$ cat src/rtl/onehot_mux_pkg.sv
// onehot_mux_pkg: shared select encodings and defaults for onehot_mux_2
package onehot_mux_pkg;

    localparam logic [1:0] SEL_NONE = 2'b00;
    localparam logic [1:0] SEL_D0   = 2'b01;
    localparam logic [1:0] SEL_D1   = 2'b10;

    localparam int ERR_CNT_W_DEF = 8;

endpackage

$ cat src/rtl/onehot_mux_2_check.sv
// onehot_check: 2-bit one-hot detector
// Ports: s (2-bit select in), sel_ok (1 when s is exactly one-hot)
module onehot_check (
    input  logic [1:0] s,
    output logic       sel_ok
);

    assign sel_ok = s[0] ^ s[1];

endmodule

$ cat src/rtl/onehot_mux_2.sv
// onehot_mux_2: AND-OR two-input mux with one-hot select, registered copy and select monitor
// Ports: clk, rst (sync active-high), d0/d1 (data), s (one-hot select),
//        y (comb result), y_q (registered y), sel_ok (comb legality),
//        sel_err (sticky illegal flag), err_cnt (saturating illegal count).
// Macro ONEHOT_MUX_2_ERR_EN compiles in sel_err/err_cnt; otherwise they are tied to 0.
module onehot_mux_2
    import onehot_mux_pkg::*;
#(
    parameter int WIDTH     = 32,
    parameter int ERR_CNT_W = ERR_CNT_W_DEF
) (
    input  logic                 clk,
    input  logic                 rst,
    input  logic [WIDTH-1:0]     d0,
    input  logic [WIDTH-1:0]     d1,
    input  logic [1:0]           s,
    output logic [WIDTH-1:0]     y,
    output logic [WIDTH-1:0]     y_q,
    output logic                 sel_ok,
    output logic                 sel_err,
    output logic [ERR_CNT_W-1:0] err_cnt
);

    // AND-OR keeps illegal selects defined: 00 gives 0, 11 gives d0|d1
    assign y = ({WIDTH{s[0]}} & d0) | ({WIDTH{s[1]}} & d1);

    onehot_check u_check (
        .s      (s),
        .sel_ok (sel_ok)
    );

    always_ff @(posedge clk) begin
        y_q <= rst ? '0 : y;
    end

`ifdef ONEHOT_MUX_2_ERR_EN
    logic                 sel_err_q, sel_err_d;
    logic [ERR_CNT_W-1:0] err_cnt_q, err_cnt_d;

    always_comb begin
        sel_err_d = sel_err_q | ~sel_ok;
        err_cnt_d = (!sel_ok && err_cnt_q != '1) ? err_cnt_q + 1'b1 : err_cnt_q;
    end

    always_ff @(posedge clk) begin
        sel_err_q <= rst ? 1'b0 : sel_err_d;
        err_cnt_q <= rst ? '0 : err_cnt_d;
    end

    assign sel_err = sel_err_q;
    assign err_cnt = err_cnt_q;
`else
    assign sel_err = 1'b0;
    assign err_cnt = '0;
`endif

endmodule

$ cat config.mk
export PLATFORM = sky130hd
export DESIGN_NAME = onehot_mux_2
export DESIGN_NICKNAME = d
export VERILOG_FILES = /design/src/rtl/onehot_mux_pkg.sv /design/src/rtl/onehot_mux_2_check.sv /design/src/rtl/onehot_mux_2.sv
export SDC_FILE = /design/constraint.sdc
export NUM_CORES = 1
export LEC_CHECK = 0
export BUFFER_PORTS_ARGS = -buffer_cell sky130_fd_sc_hd__clkbuf_2
export CORE_MARGIN = 5
export CORE_UTILIZATION = 34
export DETAILED_ROUTE_END_ITERATION = 8
export MAX_ROUTING_LAYER = met4
export PLACE_DENSITY = 0.86
export REMOVE_ABC_BUFFERS = 1
export SETUP_SLACK_MARGIN = 0.4
export SLEW_MARGIN = 0
export SYNTH_ARGS = -nofsm -noshare
export SYNTH_HDL_FRONTEND = slang
export SYNTH_SLANG_ARGS = --single-unit
$ cat constraint.sdc
create_clock -name clk -period 1.3 [get_ports clk]
set_clock_uncertainty 0.1 [all_clocks]
set_input_delay 0.13 -clock clk [delete_from_list [all_inputs] [get_ports clk]]
set_output_delay 0.13 -clock clk [all_outputs]
set_load 0.005 [all_outputs]
==> Flow_metrics.wiki, run 1 <==
{| class="wikitable"
! Metric !! Value
|-
| Status || finished, final reports clean
|-
| Number of hold violations in the final report || 0
|-
| Starting Density || 35.2%
|-
| Area share of xor/xnor cells in the synthesized design || 0.679%
|-
| Dominant combinational cell family by area after synthesis || compound AO/OA/AOI/OAI gates
|-
| Clock tree sinks || 32
|-
| TritonCTS buffer count || 5
|-
| Vias in the first global route || 1477
|-
| Core region area || 3660 um2
|-
| Global-route usage over all layers || 16.2%
|-
| Number of flip-flops under the largest register name || 32
|-
| Maximum number of pins on one net before global-route repair || 34
|-
| Residual DRC || 0
|-
| Filler cells || 330
|-
| Peak supply drop || 0.000583 V
|-
| DPL Wire Length || 3140 um
|-
| Smallest hold slack || 0.0976 ns
|-
| Synthesized-area fraction occupied by ao, oa, aoi and oai cells || 21.7%
|-
| Total number of vias || 1380
|-
| Sort of element at the end of the critical path || primary output
|-
| Wire length per cell || 14.1 um
|-
| Number of buffers on the longest clock path || 2
|-
| Fmax || 998 MHz
|-
| Placed cell count || 289
|-
| RSZ-0062 raised after global routing || true
|-
| DIE AREA || 5130 um2
|-
| Reg with most FFs || y_q
|-
| Site row count || 22
|-
| CTS tree || yes
|-
| Die Height || 71.6 um
|-
| Master cell of the clock root buffer || sky130_fd_sc_hd__clkbuf_8
|-
| Crit Path Class || in2out
|-
| Max_cap viols || 0
|-
| Slowest cell on the critical path || sky130_fd_sc_hd__a22o_1
|-
| Hold-fix buffer count after cts || 0
|-
| Arr. time, crit path || 0.77 ns
|-
| Basic-gate share of the synthesized area counting and, or, nand and nor cells || 15.5%
|-
| RD Place Congestion || 0.722
|-
| Final worst path period need || 1.00 ns
|-
| Wire length of the first global-routing pass || 6300 um
|-
| Area growth from synthesis to layout || 74.0%
|-
| Worst-path clk slew || 0.06 ns
|-
| Area taken by flip-flops and latches || 668 um2
|-
| Critical path required time || 1.07 ns
|-
| Most frequent cells in the layout || sky130_fd_sc_hd__clkbuf_2 (112), sky130_fd_sc_hd__a22o_1 (32), sky130_fd_sc_hd__nor2b_1 (32), sky130_fd_sc_hd__dfxtp_2 (22), sky130_fd_sc_hd__buf_6 (12)
|-
| Most common cell after layout, fill and taps aside || sky130_fd_sc_hd__clkbuf_2
|-
| Largest regs || y_q: 32 flops
|-
| Proportion of layout cells with a drive suffix above 1 || 66.0%
|-
| Number of violations reported at the end of detailed-routing iteration 0 || 27
|-
| Crit share post-route || 77.1%
|-
| Routed wire length || 4250 um
|-
| Power density over the cells || 1050 nW/um2
|-
| Non-filler instance count after layout || 301
|-
| Antenna Cells || 0
|-
| Final Slew Violations || 0
|-
| Count of different cell masters after synthesis || 9
|-
| Post-route cell area || 2240 um2
|-
| Cell mode on critical path || sky130_fd_sc_hd__clkbuf_16
|-
| Share of cell area taken by muxes after synthesis || 0%
|-
| H-tree depth || 2
|-
| Post-DP Area || 1940 um2
|-
| Final total power || 2360 uW
|-
| Share of synthesized area occupied by flip-flops and latches || 49.7%
|-
| #FFs+latches synth || 32
|-
| Number of nets in the layout || 320
|-
| Initial antenna violation count || 0
|-
| Final setup viols || 0
|-
| Number of vias per cell after detailed routing || 4.58
|-
| Leakage power total || 0.00121 uW
|-
| Maximum fanout along the worst path || 8
|-
| Post-synthesis instance area || 1290 um2
|-
| Fraction of the mapped netlist area in adder cells || 0%
|-
| Yosys warns || 0
|-
| Post-detailed-route count of antenna-violating nets || 0
|-
| Post-synthesis instance total || 118
|-
| Crit path cell chain || clkbuf_16 -> clkbuf_16 -> a22o_1 -> clkbuf_2
|-
| Highest cell delay on the worst timing path || 0.22 ns
|-
| Total negative slack || 0 ns
|-
| Area occupied by multi-input gates || 523 um2
|-
| Kind of start point of the critical path || input pin
|-
| Die width || 71.6 um
|-
| GRT Residual Overflow || 0
|-
| Class of the tightest hold or removal check || in2reg
|-
| Average cell area after synthesis || 10.9 um2
|-
| Pre-antenna DRT Iters || 4
|-
| Port buffer count || 132
|-
| I/O pin count || 142
|}
-- metal layers --
layer,global-route usage (%),vias to the layer above,share of wire [%]
met2,29.8,81,54
met1,15.5,634,36
li1,-,661,-
met3,5.05,4,9.0
met5,-,-,0
met4,6.89,0,1.3
-- cell families (layout without fill, tap and decap cells) --
logic type | Yosys count | after routing
buffers and inverters | 20 | 147
other | 1 | 9
AND/OR/NAND/NOR | 32 | 32
AO/OA/AOI/OAI | 32 | 32
flip-flops | 32 | 32
XOR/XNOR | 1 | 1
-- Yosys cell counts, drive strengths merged --
cell type / count / area [um2]
buf: 17 / 145
conb: 1 / 3.75
clkbuf: 3 / 11.3
a22o: 32 / 280
nor2b: 32 / 200
dfxtp: 32 / 641
xor2: 1 / 8.76
-- critical path, delay by kind of cell --
| kind | cells | cell delay [ns] |
|---|---|---|
| compound gates | 1 | 0.22 |
| buf+inv | 3 | 0.41 |
-- layout make-up --
class / count / share of cell area, %
Multi-Input combinational cell: 74 / 23.3
Sequential cell: 32 / 29.8
Clock buffer: 8 / 4.01
Timing Repair Buffer: 139 / 40.2
Tap cell: 48 / 2.68
-- stage by stage --
step           setup slack, ns  util [%]
5_1_grt                  0.282      61.3
6_report                 0.298      61.3
3_5_place_dp             0.278      53.1
2_1_floorplan            0.607         -
3_3_place_gp             0.311      53.1
4_1_cts                  0.303      57.9
-- worst paths after layout --
path              startpoint       to  depth (start not counted)
setup / recovery        s[0]    y[21]                          4
hold / removal        d0[30]  y_q[30]                          3
-- power breakdown --
part	switching (uW)	leakage [uW]	internal, uW	total (uW)
Combinational	215	0.000895	328	542
Clock	319	0.0000455	431	750
Sequential	20.0	0.000272	1050	1070
Total	554	0.00121	1810	2360
-- repair_timing --
action                     4_1_cts  5_1_grt
setup endpoints to repair       65       65
buffers inserted                 1        0
cloned                           2        1
hold endpoints to repair         0        0
pin swaps                        3        5
gates resized for setup          8       43
No activity file was read; power rests on OpenSTA's default activity.
==> inputs of run 2 (changes only) <==
clock period = 1.02 ns   (was 1.3 ns; I/O delays follow)
==> run 2 against run 1 <==
  * Sequential power grew 27%
  * Combinational power up 31%
  * Final cell count up 0.66%
  * Critical path type unchanged
==> Flow_metrics.wiki, run 2 (synthesis results as in run 1) <==
{| class="wikitable"
! Metric !! Value
|-
| Total number of vias || 1358
|-
| Post-detailed-route count of antenna-violating nets || 0
|-
| Die Height || 71.6 um
|-
| Clock tree sinks || 32
|-
| Maximum number of pins on one net before global-route repair || 33
|-
| Reg with most FFs || y_q
|-
| Port buffer count || 132
|-
| Number of vias per cell after detailed routing || 4.48
|-
| Critical path required time || 0.82 ns
|-
| M2 GR Usage || 27.8%
|-
| Number of buffers on the longest clock path || 2
|-
| H-tree depth || 2
|-
| Fmax || 1050 MHz
|-
| Status || finished, final reports clean
|-
| Number of violations reported at the end of detailed-routing iteration 0 || 29
|-
| Initial antenna violation count || 0
|-
| Crit Path Class || in2out
|-
| Smallest hold slack || 0.0679 ns
|-
| Peak supply drop || 0.000939 V
|-
| Die width || 71.6 um
|-
| Proportion of layout cells with a drive suffix above 1 || 65.5%
|-
| Largest regs || y_q: 32 flops
|-
| GR peak layer || met2
|-
| DIE AREA || 5130 um2
|-
| Number of nets in the layout || 323
|-
| Leakage power total || 0.00125 uW
|-
| RSZ-0062 raised after global routing || true
|-
| Most frequent cells in the layout || sky130_fd_sc_hd__clkbuf_2 (109), sky130_fd_sc_hd__a22o_1 (32), sky130_fd_sc_hd__nor2b_1 (31), sky130_fd_sc_hd__dfxtp_2 (17)
|-
| Wire length per cell || 13.9 um
|-
| Routed wire length || 4210 um
|-
| GRT Residual Overflow || 0
|-
| Total negative slack || 0 ns
|-
| Master cell of the clock root buffer || sky130_fd_sc_hd__clkbuf_8
|-
| Class of the tightest hold or removal check || in2reg
|-
| Filler cells || 315
|-
| Arr. time, crit path || 0.75 ns
|-
| CTS tree || yes
|-
| Crit share post-route || 93.4%
|-
| Post-layout util || 62.4%
|-
| Final setup viols || 0
|-
| Power density over the cells || 1350 nW/um2
|-
| Global-route usage over all layers || 15.6%
|-
| Final Slew Violations || 0
|-
| Most common cell after layout, fill and taps aside || sky130_fd_sc_hd__clkbuf_2
|-
| Max_cap viols || 0
|-
| Residual DRC || 0
|-
| Core region area || 3660 um2
|-
| Antenna Cells || 0
|-
| Met3 demand-to-capacity share in global routing || 5.89%
|-
| Number of flip-flops under the largest register name || 32
|-
| Pre-antenna DRT Iters || 4
|-
| Maximum fanout along the worst path || 9
|-
| Met1 GRT Util || 15.5%
|-
| Worst-path clk slew || 0.06 ns
|-
| Sort of element at the end of the critical path || primary output
|-
| Final worst path period need || 0.953 ns
|-
| I/O pin count || 142
|-
| Number of hold violations in the final report || 0
|-
| Wire length of the first global-routing pass || 6010 um
|-
| DPL Wire Length || 3190 um
|-
| RD Place Congestion || 0.689
|-
| Area growth from synthesis to layout || 77.2%
|-
| Starting Density || 35.2%
|-
| Site row count || 22
|-
| TritonCTS buffer count || 5
|-
| Vias in the first global route || 1402
|-
| Kind of start point of the critical path || input pin
|}
run 2: cell count changes in the layout (fill, tap and decap cells not counted):
| cell | previous run | this run |
|---|---|---|
| sky130_fd_sc_hd__buf_2 | 7 | 15 |
| sky130_fd_sc_hd__buf_6 | 12 | 7 |
| sky130_fd_sc_hd__dfxtp_1 | 10 | 15 |
| sky130_fd_sc_hd__dfxtp_2 | 22 | 17 |
| sky130_fd_sc_hd__clkbuf_2 | 112 | 109 |
| sky130_fd_sc_hd__buf_12 | 3 | 5 |
| sky130_fd_sc_hd__clkbuf_1 | 2 | 0 |
| sky130_fd_sc_hd__clkbuf_16 | 2 | 3 |
| sky130_fd_sc_hd__clkbuf_8 | 6 | 7 |
| sky130_fd_sc_hd__nor2b_1 | 32 | 31 |
| sky130_fd_sc_hd__nor2b_4 | 0 | 1 |
run 2: repair_timing:
action | 4_1_cts | 5_1_grt
pin swaps | 3 | 8
resized for setup | 7 | 45
setup endpoints to repair | 97 | 97
hold buffers | 0 | 0
buffers inserted | 0 | 1
endpoints found under the hold margin | 0 | 0
gates cloned | 2 | 2
run 2: layer usage:
layer  vias up  wire length, um
met3         2              383
met5         -                0
met2        82             2190
met1       607             1610
met4         0               21
li1        667                -
run 2: final cells by class:
type | instances | area (um2) | share of cell area, %
repair buffers | 142 | 937 | 41.0
flip-flops and latches | 32 | 662 | 29.0
multi-input cells | 74 | 531 | 23.2
clock buffers | 7 | 96.3 | 4.21
well taps | 48 | 60.1 | 2.63
run 2: worst max-delay path, cell delays in order:
cell and delay [ns]:
sky130_fd_sc_hd__clkbuf_16 0.15, sky130_fd_sc_hd__buf_12 0.14, sky130_fd_sc_hd__a22o_1 0.23, sky130_fd_sc_hd__buf_2 0.13
run 2: report_power, final:
part           switching [uW]  internal (uW)
Combinational             279            430
Clock                     416            600
Sequential               20.7           1340
run 2: per-stage QoR:
step	total power [uW]	setup slack [ns]	cells	instance area, um2
5_1_grt	3260	0.0550	303	2290
6_report	3080	0.0672	303	2290
4_1_cts	3070	0.0812	300	2160
3_3_place_gp	1990	0.0577	291	1980
3_5_place_dp	2010	0.0368	291	1980
2_1_floorplan	1580	0.355	106	1160
run 2: final timing paths:
path | from | to | slack (ns) | cells past startpoint
worst max-delay path | s[0] | y[5] | 0.07 | 4
worst min-delay path | d1[9] | y_q[9] | 0.07 | 3
